### src/rtl/hwpe_stream_downsizer_if.sv
// rtl/hwpe_stream_downsizer_if.sv - valid/ready stream interface with byte strobes
interface hwpe_stream_intf_stream #(
    parameter int unsigned DATA_WIDTH = 32
);
    logic                    valid;
    logic                    ready;
    logic [DATA_WIDTH-1:0]   data;
    logic [DATA_WIDTH/8-1:0] strb;

    modport source (output valid, output data, output strb, input ready);
    modport sink   (input valid, input data, input strb, output ready);
endinterface

### src/rtl/hwpe_stream_downsizer.sv
// rtl/hwpe_stream_downsizer.sv - splits each wide stream word into RATIO narrow beats, LSB slice first
module hwpe_stream_downsizer #(
    parameter int unsigned DATA_WIDTH_IN = 32,
    parameter int unsigned RATIO         = 4
) (
    input  logic                       clk,
    input  logic                       rst_n,
    input  logic                       clear,
    output logic                       busy,
    output logic [$clog2(RATIO)-1:0]   beat_idx,
    hwpe_stream_intf_stream.sink       push,
    hwpe_stream_intf_stream.source     pop
);
    localparam int unsigned DATA_WIDTH_OUT = DATA_WIDTH_IN / RATIO;
    localparam int unsigned STRB_IN        = DATA_WIDTH_IN / 8;
    localparam int unsigned STRB_OUT       = DATA_WIDTH_OUT / 8;
    localparam int unsigned CNT_W          = $clog2(RATIO);

    typedef enum logic {EMPTY, SERIALIZE} state_t;

    state_t             state_q, state_d;
    logic [CNT_W-1:0]   cnt_q, cnt_d;
    logic [DATA_WIDTH_IN-1:0] data_q, data_d;
    logic [STRB_IN-1:0] strb_q, strb_d;

    logic full;
    logic last_beat;
    logic push_hs;
    logic pop_hs;

    // Slice views let cnt_q select a beat without multiply/offset arithmetic.
    logic [RATIO-1:0][DATA_WIDTH_OUT-1:0] data_slices;
    logic [RATIO-1:0][STRB_OUT-1:0]       strb_slices;

    assign full        = (state_q == SERIALIZE);
    assign last_beat   = (cnt_q == CNT_W'(RATIO - 1));
    assign data_slices = data_q;
    assign strb_slices = strb_q;

    assign push.ready = rst_n & ~clear & (~full | (pop.ready & last_beat));
    assign pop.valid  = full;
    assign pop.data   = data_slices[cnt_q];
    assign pop.strb   = strb_slices[cnt_q];
    assign busy       = full;
    assign beat_idx   = cnt_q;

    assign push_hs = push.valid & push.ready;
    assign pop_hs  = pop.valid & pop.ready;

    always_comb begin
        state_d = state_q;
        cnt_d   = cnt_q;
        data_d  = data_q;
        strb_d  = strb_q;
        case (state_q)
            EMPTY: begin
                if (push_hs) begin
                    state_d = SERIALIZE;
                    cnt_d   = '0;
                    data_d  = push.data;
                    strb_d  = push.strb;
                end
            end
            SERIALIZE: begin
                if (pop_hs) begin
                    if (!last_beat) begin
                        cnt_d = cnt_q + CNT_W'(1);
                    end else if (push_hs) begin
                        cnt_d  = '0;
                        data_d = push.data;
                        strb_d = push.strb;
                    end else begin
                        state_d = EMPTY;
                        cnt_d   = '0;
                    end
                end
            end
            default: state_d = EMPTY;
        endcase
        // Flush wins over any handshake in the same cycle.
        if (clear) begin
            state_d = EMPTY;
            cnt_d   = '0;
            data_d  = '0;
            strb_d  = '0;
        end
    end

    always_ff @(posedge clk) begin
        if (!rst_n) begin
            state_q <= EMPTY;
            cnt_q   <= '0;
            data_q  <= '0;
            strb_q  <= '0;
        end else begin
            state_q <= state_d;
            cnt_q   <= cnt_d;
            data_q  <= data_d;
            strb_q  <= strb_d;
        end
    end
endmodule

### src/flat_wrapper.sv
// flat-port wrapper written by rule: the top's interface ports become plain ports
module hwpe_stream_downsizer_flat 
#(
    parameter int unsigned DATA_WIDTH_IN = 32,
    parameter int unsigned RATIO         = 4
)
  (clk, rst_n, clear, busy, beat_idx, push_valid, push_data, push_strb, push_ready, pop_valid, pop_data, pop_strb, pop_ready);
  hwpe_stream_intf_stream #(.DATA_WIDTH((32))) push_i ();
  hwpe_stream_intf_stream #(.DATA_WIDTH(((32) / (4)))) pop_i ();
  input  logic clk;
  input  logic rst_n;
  input  logic clear;
  output logic busy;
  output logic [$clog2(RATIO)-1:0] beat_idx;
  input wire logic [$bits(push_i.valid)-1:0] push_valid;
  input wire logic [$bits(push_i.data)-1:0] push_data;
  input wire logic [$bits(push_i.strb)-1:0] push_strb;
  output wire logic [$bits(push_i.ready)-1:0] push_ready;
  output wire logic [$bits(pop_i.valid)-1:0] pop_valid;
  output wire logic [$bits(pop_i.data)-1:0] pop_data;
  output wire logic [$bits(pop_i.strb)-1:0] pop_strb;
  input wire logic [$bits(pop_i.ready)-1:0] pop_ready;
  assign push_i.valid = push_valid;
  assign push_i.data = push_data;
  assign push_i.strb = push_strb;
  assign push_ready = push_i.ready;
  assign pop_valid = pop_i.valid;
  assign pop_data = pop_i.data;
  assign pop_strb = pop_i.strb;
  assign pop_i.ready = pop_ready;
  hwpe_stream_downsizer #(.DATA_WIDTH_IN(DATA_WIDTH_IN), .RATIO(RATIO)) u_core (.clk(clk), .rst_n(rst_n), .clear(clear), .busy(busy), .beat_idx(beat_idx), .push(push_i), .pop(pop_i));
endmodule
### config.mk
export PLATFORM = sky130hd
export DESIGN_NAME = hwpe_stream_downsizer_flat
export DESIGN_NICKNAME = d
export VERILOG_FILES = /design/src/rtl/hwpe_stream_downsizer_if.sv /design/src/rtl/hwpe_stream_downsizer.sv /design/src/flat_wrapper.sv
export SDC_FILE = /design/constraint.sdc
export NUM_CORES = 1
export LEC_CHECK = 0
export CAP_MARGIN = 20
export CELL_PAD_IN_SITES_DETAIL_PLACEMENT = 0
export CELL_PAD_IN_SITES_GLOBAL_PLACEMENT = 2
export CORE_UTILIZATION = 28
export DETAILED_ROUTE_END_ITERATION = 10
export PLACE_DENSITY = 0.82
export SLEW_MARGIN = 20
export SYNTH_ARGS = -nofsm -noshare
export SYNTH_HDL_FRONTEND = slang
export SYNTH_SLANG_ARGS = --single-unit
export TNS_END_PERCENT = 1
### constraint.sdc
create_clock -name clk -period 2 [get_ports clk]
set_clock_uncertainty 0.1 [all_clocks]
set_input_delay 0.2 -clock clk [delete_from_list [all_inputs] [get_ports clk]]
set_output_delay 0.2 -clock clk [all_outputs]
set_load 0.02 [all_outputs]
=== After elaboration in Yosys (flattened, before gate mapping) ===
Index checks and enable logic that the tools add are counted.
Widths: inputs -> output; s select.

* Register bits after elaboration: 39
* Input bits: 41
* Logic and storage cells: 42
* Output and inout port bits: 14

* Muxes and demuxes: 20
* $add $sub $neg: 1
* Magnitude comparators: 1
* Equal/unequal tests: 4
* Reduce and logical (&&, ||, !) cells: 3
* Bitwise logic cells: 9

{| class="wikitable"
|+ Operator list
! operator !! count
|-
| $mux 32 || 3
|-
| $pmux 32 s2 || 1
|-
| $bmux 8 s2 || 1
|-
| $mux 4 || 3
|-
| $mux 8 || 1
|-
| $pmux 4 s2 || 1
|-
| $mux 2 || 3
|-
| $and 1x1->1 || 5
|-
| $mux 1 || 4
|-
| $ne 2x2->1 const B || 2
|-
| $pmux 2 s2 || 1
|-
| $reduce_and 2->1 || 2
|-
| $lt 2x3->1 const B || 1
|-
| $not 1->1 || 3
|-
| $add 2x1->2 const B || 1
|-
| $bmux 1 s2 || 1
|-
| $eq 2x2->1 const B || 1
|-
| $ne 2x1->1 const B || 1
|-
| $pmux 1 s2 || 1
|-
| $reduce_or 2->1 || 1
|-
| $or 1x1->1 || 1
|}

=== Longest topological paths before layout ===
* Depth after elaboration: 9
* Gate-level depth with buffers: 6
* Mapped depth without buffers: 4

=== Worst setup path after synthesis ===
OpenSTA, ideal clock, no wires.

* Path type: register to output
* Start point: reg u_core.cnt_q[1], in the netlist u_core.beat_idx[1]
* End point: out pop_data[0]
* Required time: 1.700 ns
* Cell stages (with the launch flop): 3
* Path slack: 0.355 ns
* Data arrival time: 1.345 ns
* Path buffers: 1
* Cell sequence: dfxtp_1 -> buf_2 -> mux4_2

* Word-level cells in the longest chain between the ends: 2

{| class="wikitable"
|+ Ends and longest elaborated chain
! item !! line !! text
|-
| from (decl) || hwpe_stream_downsizer.sv:22 || <nowiki>logic [CNT_W-1:0] cnt_q, cnt_d;</nowiki>
|-
| from (signal assigned) || hwpe_stream_downsizer.sv:97 || <nowiki>cnt_q <= cnt_d;</nowiki>
|-
| $bmux 8 s2 || hwpe_stream_downsizer.sv:42 || <nowiki>assign pop.data = data_slices[cnt_q];</nowiki>
|-
| $mux 8 (implied by the code) || hwpe_stream_downsizer.sv:42 ||
|-
| to (decl) || flat_wrapper.sv:20 || <nowiki>output wire logic [$bits(pop_i.data)-1:0] pop_data;</nowiki>
|}

Every way passes these cells. The select of a mux whose other input is x is not followed.

=== Final worst setup path ===
Same ends and word-level chain as after synthesis.

==> impl.org <==
** Run status
- The flow ran to the end, and the final reports show no timing, DRC or antenna violations.

** Die
- For this configuration, the core starts out at a cell density of 0.290.
- Area enclosed by the die boundary :: 6920 um^2
- Measured along the y axis, the die boundary spans approximately 83 um.
- After floorplanning, the core was divided into 29 placement rows.
- Die Wd :: a little over 80 um
- During I/O placement, the number of pins put on the boundary was 55.
- The core region is approximately 6300 um^2.

** Logic synthesis
- Nets in the synthesized netlist :: about 220
- For this run, the register share of the synthesized area comes to 0.423.
- The synthesized design contains 39 register bits.
- Mean instance size in the synthesized netlist :: roughly 10 um^2
- The netlist uses 19 different library cells.
- After technology mapping, the gate count stands at approximately 180.
- In this run the cell area of the synthesized design comes to between 1500 and 2000 um^2.
- YS warnings :: 0

** Critical path
- Data arrives at the worst endpoint at 1650 ps.
- Setup CP Type :: reg2out
- For the worst setup path, the data required time is 1700 ps.
- Critical path endpoint category :: output pin
- The number of cells on the worst reg-to-reg path is 6.
- The endpoint identified for the worst register-to-register timing path is u_core.data_q[11]$_SDFFE_PP0P_.
- The startpoint identified for the worst register-to-register timing path is u_core.beat_idx[0]$_SDFFE_PP0P_.
- Along the worst path, the maximum fanout reaches 5.
- For flop-to-flop paths, the worst setup slack is between 200 and 300 ps.
- STA classifies the critical path startpoint as a flip-flop.

** Layout
- Share of layout cells above drive strength 1 :: 0.117
- Count of fill cells added during filler insertion :: 646
- Final Util :: 0.396
- Signed area change from the synthesized netlist to the final layout :: 36.2%
- Net count, final :: between 200 and 300
- Excluding fillers, the count of instances in the completed layout stands at around 320.
- The top cell types in the final layout, fill and taps aside, are 44 x clkdlybuf4s50_1, 38 x dfxtp_1, 37 x nand2_1, 37 x mux2i_1, 36 x inv_1.
- Leaving out fill and tap cells, the most frequent cell in the layout is clkdlybuf4s50_1.
- The repair_antennas step left the layout with diodes totalling 0.

** Timing
- Setup violations remaining at the end of the flow were counted as 0.
- Number of max-slew violations in the final report :: 0
- Final Hold Violating Endpoints :: 0
- After layout, the minimum clock period comes to around 1900 ps.
- Once routing completed, OpenROAD measured the worst setup slack at around 54 ps.
- At the pin with the least slew margin, the transition time is around 380 ps.
- Sum of negative setup slack :: 0 ps
- For this run, the top clock speed supported by timing is between 500 and 600 MHz.
- In this run the tightest slew margin relative to its limit is 0.746.
- Setup repair after global routing left no endpoint under its margin.
- Of the available clock period, the critical path in the final layout requires 0.973.

** GRT
- Initial antenna violation count :: 0
- For this run, global-route usage on met1 was measured as 0.147.
- The via count of the first global-routing pass was around 1,400.
- Grt met2 use :: 0.186
- Total gr overflow :: 0
- Global router's overall resource usage :: 0.117
- Largest net degree at the start of global routing :: 37
- Peak-usage layer in the global routing report :: met2
- GRT met3 Usage :: 0.0437
- Global-route wire length before repair :: about 6400 um

** Min path
- The worst hold path was traced through 3 stages.
- Path class of the lowest-slack min-delay path :: in2reg
- The path with the worst hold slack has its endpoint at u_core.data_q[29]$_SDFFE_PP0P_.
- In this run the most critical hold path is launched from push_data[29].

** Pwr
- In this run the power density over the cells is approximately 610 nW/um^2.
- Summing internal, switching and leakage power gives roughly 1.5 mW.
- Worst voltage drop across the vdd grid :: between 200 and 250 uV
- Summed over all cells, the static leakage comes to 1.31 nW.

** Drt
- Number of DRC violations after detailed-routing iteration 0 :: 35
- DRC Markers :: 0
- Antenna-violating nets left :: 0
- After detailed routing, the total wire length is approximately 3600 um.
- Post-DR vias/cell :: just over 4
- Before antenna repair, the detailed router went through 4 iterations.
- Dividing the detail-routed wire length by the instance count gives 11.4 um.
- Routed vias :: between 1,000 and 1,500

** Run
- Count of maximum capacitance violations :: 0

** Clocking
- CTS placed an instance of clkbuf_8 at the clock tree root.
- The number of setup buffers added after CTS is 0.
- Clock-pin transition on the worst setup and hold timing paths :: ~80 ps
- TritonCTS Sinks :: 39
- Clock insertion delay at the later pin of the skew report :: between 200 and 300 ps
- CTS H-Tree Depth :: 2
- Buffers inserted during clock tree synthesis total 5.
- Maximum clock path buffer count :: 2
- Hold repair after CTS inserted 0 buffers.
- TritonCTS built the clock tree.

** Place
- Counting tap cells, the placed design contains a total of slightly above 300 instances.
- The congestion estimate from routability-driven global placement came to approximately 0.66.
- The HPWL after detailed placement is roughly 2500 um.
- The count of buffers added on input and output ports is 54.
- Prior to clock tree synthesis, the placed netlist has a worst setup slack of 87.5 ps.
what timing repair did:
| item | in CTS | in global routing |
|---|---|---|
| gates cloned | 0 | 0 |
| gates resized for setup | 10 | 2 |
| endpoints found under the hold margin | 0 | 0 |
| setup endpoints to repair | 10 | 3 |
synth_stat cells:
cell / n / area [um^2]
a32oi_1: 1 / 8.76
a21boi_2: 1 / 11.3
nor2b_2: 1 / 8.76
mux2i_1: 37 / 370
mux4_2: 9 / 203
buf_6: 1 / 11.3
buf_12: 4 / 80.1
dfxtp_1: 39 / 781
a21oi_1: 1 / 5.00
buf_4: 1 / 7.51
inv_1: 36 / 135
clkbuf_1: 3 / 11.3
ha_1: 1 / 12.5
buf_2: 2 / 10.0
or2b_1: 1 / 7.51
nand3b_4: 1 / 20.0
nor2_1: 4 / 15.0
nand2_1: 37 / 139
nand3b_1: 1 / 7.51
routing by layer:
layer,wire (um),up-vias
li1,-,689
met1,1670,579
met2,1650,37
met3,256,5
met4,44,0
met5,0,-
critical path, cell delays in order, from the launching register on:
cell and delay (ps):
dfxtp_1 330, buf_4 170, mux4_2 520, dlygate4sd2_1 340
metrics by stage:
step	hold slack, ps	area [um^2]
global placement	343	2440
floorplan	221	1840
global route	351	2510
detailed placement	351	2440
finish	343	2510
CTS	334	2510
kinds of logic (layout without fill, tap and decap cells):
group	Yosys count	in the layout	synth area share
AO/OA/AOI/OAI	3	3	0.0136
adder cells (fa/ha/maj)	1	1	0.00678
buffers and inverters	47	105	0.138
flip-flops	39	39	0.423
multiplexers	46	46	0.311
AND/OR/NAND/NOR	45	45	0.107
how the worst max path moves through the flow:
| stage | start | to | cells after the start |
|---|---|---|---|
| 2_1_floorplan | u_core.beat_idx[1]$_SDFFE_PP0P_ | pop_data[0] | 2 |
| 3_3_place_gp | rst_n | push_ready | 4 |
| 3_5_place_dp | rst_n | push_ready | 4 |
| 4_1_cts | u_core.beat_idx[0]$_SDFFE_PP0P_ | pop_strb | 3 |
| 5_1_grt | u_core.beat_idx[1]$_SDFFE_PP0P_ | pop_data[1] | 3 |
| 6_report | u_core.beat_idx[1]$_SDFFE_PP0P_ | pop_data[0] | 3 |
where the power goes:
group          internal (mW)  leakage, nW  switching (mW)
clock network          0.239       0.0477           0.273
registers              0.805        0.318          0.0145
logic                  0.128        0.942          0.0802
final cells by class:
cell class | count | area (um^2) | share of cell area
tap | 77 | 96.3 | 0.0383
clock inverter | 3 | 15.0 | 0.00598
multi-input combinational | 95 | 808 | 0.322
inverter | 36 | 135 | 0.0538
sequential | 39 | 782 | 0.311
timing repair buffer | 61 | 607 | 0.242
clock buffer | 5 | 68.8 | 0.0274
sequential cells by signal, summed over array words and instances, names as in the netlist:
signal,count
u_core.data_q,32
u_core.beat_idx,2
u_core.busy,1
u_core.strb_q,4
Note: power is estimated with default switching activity, not from simulation.
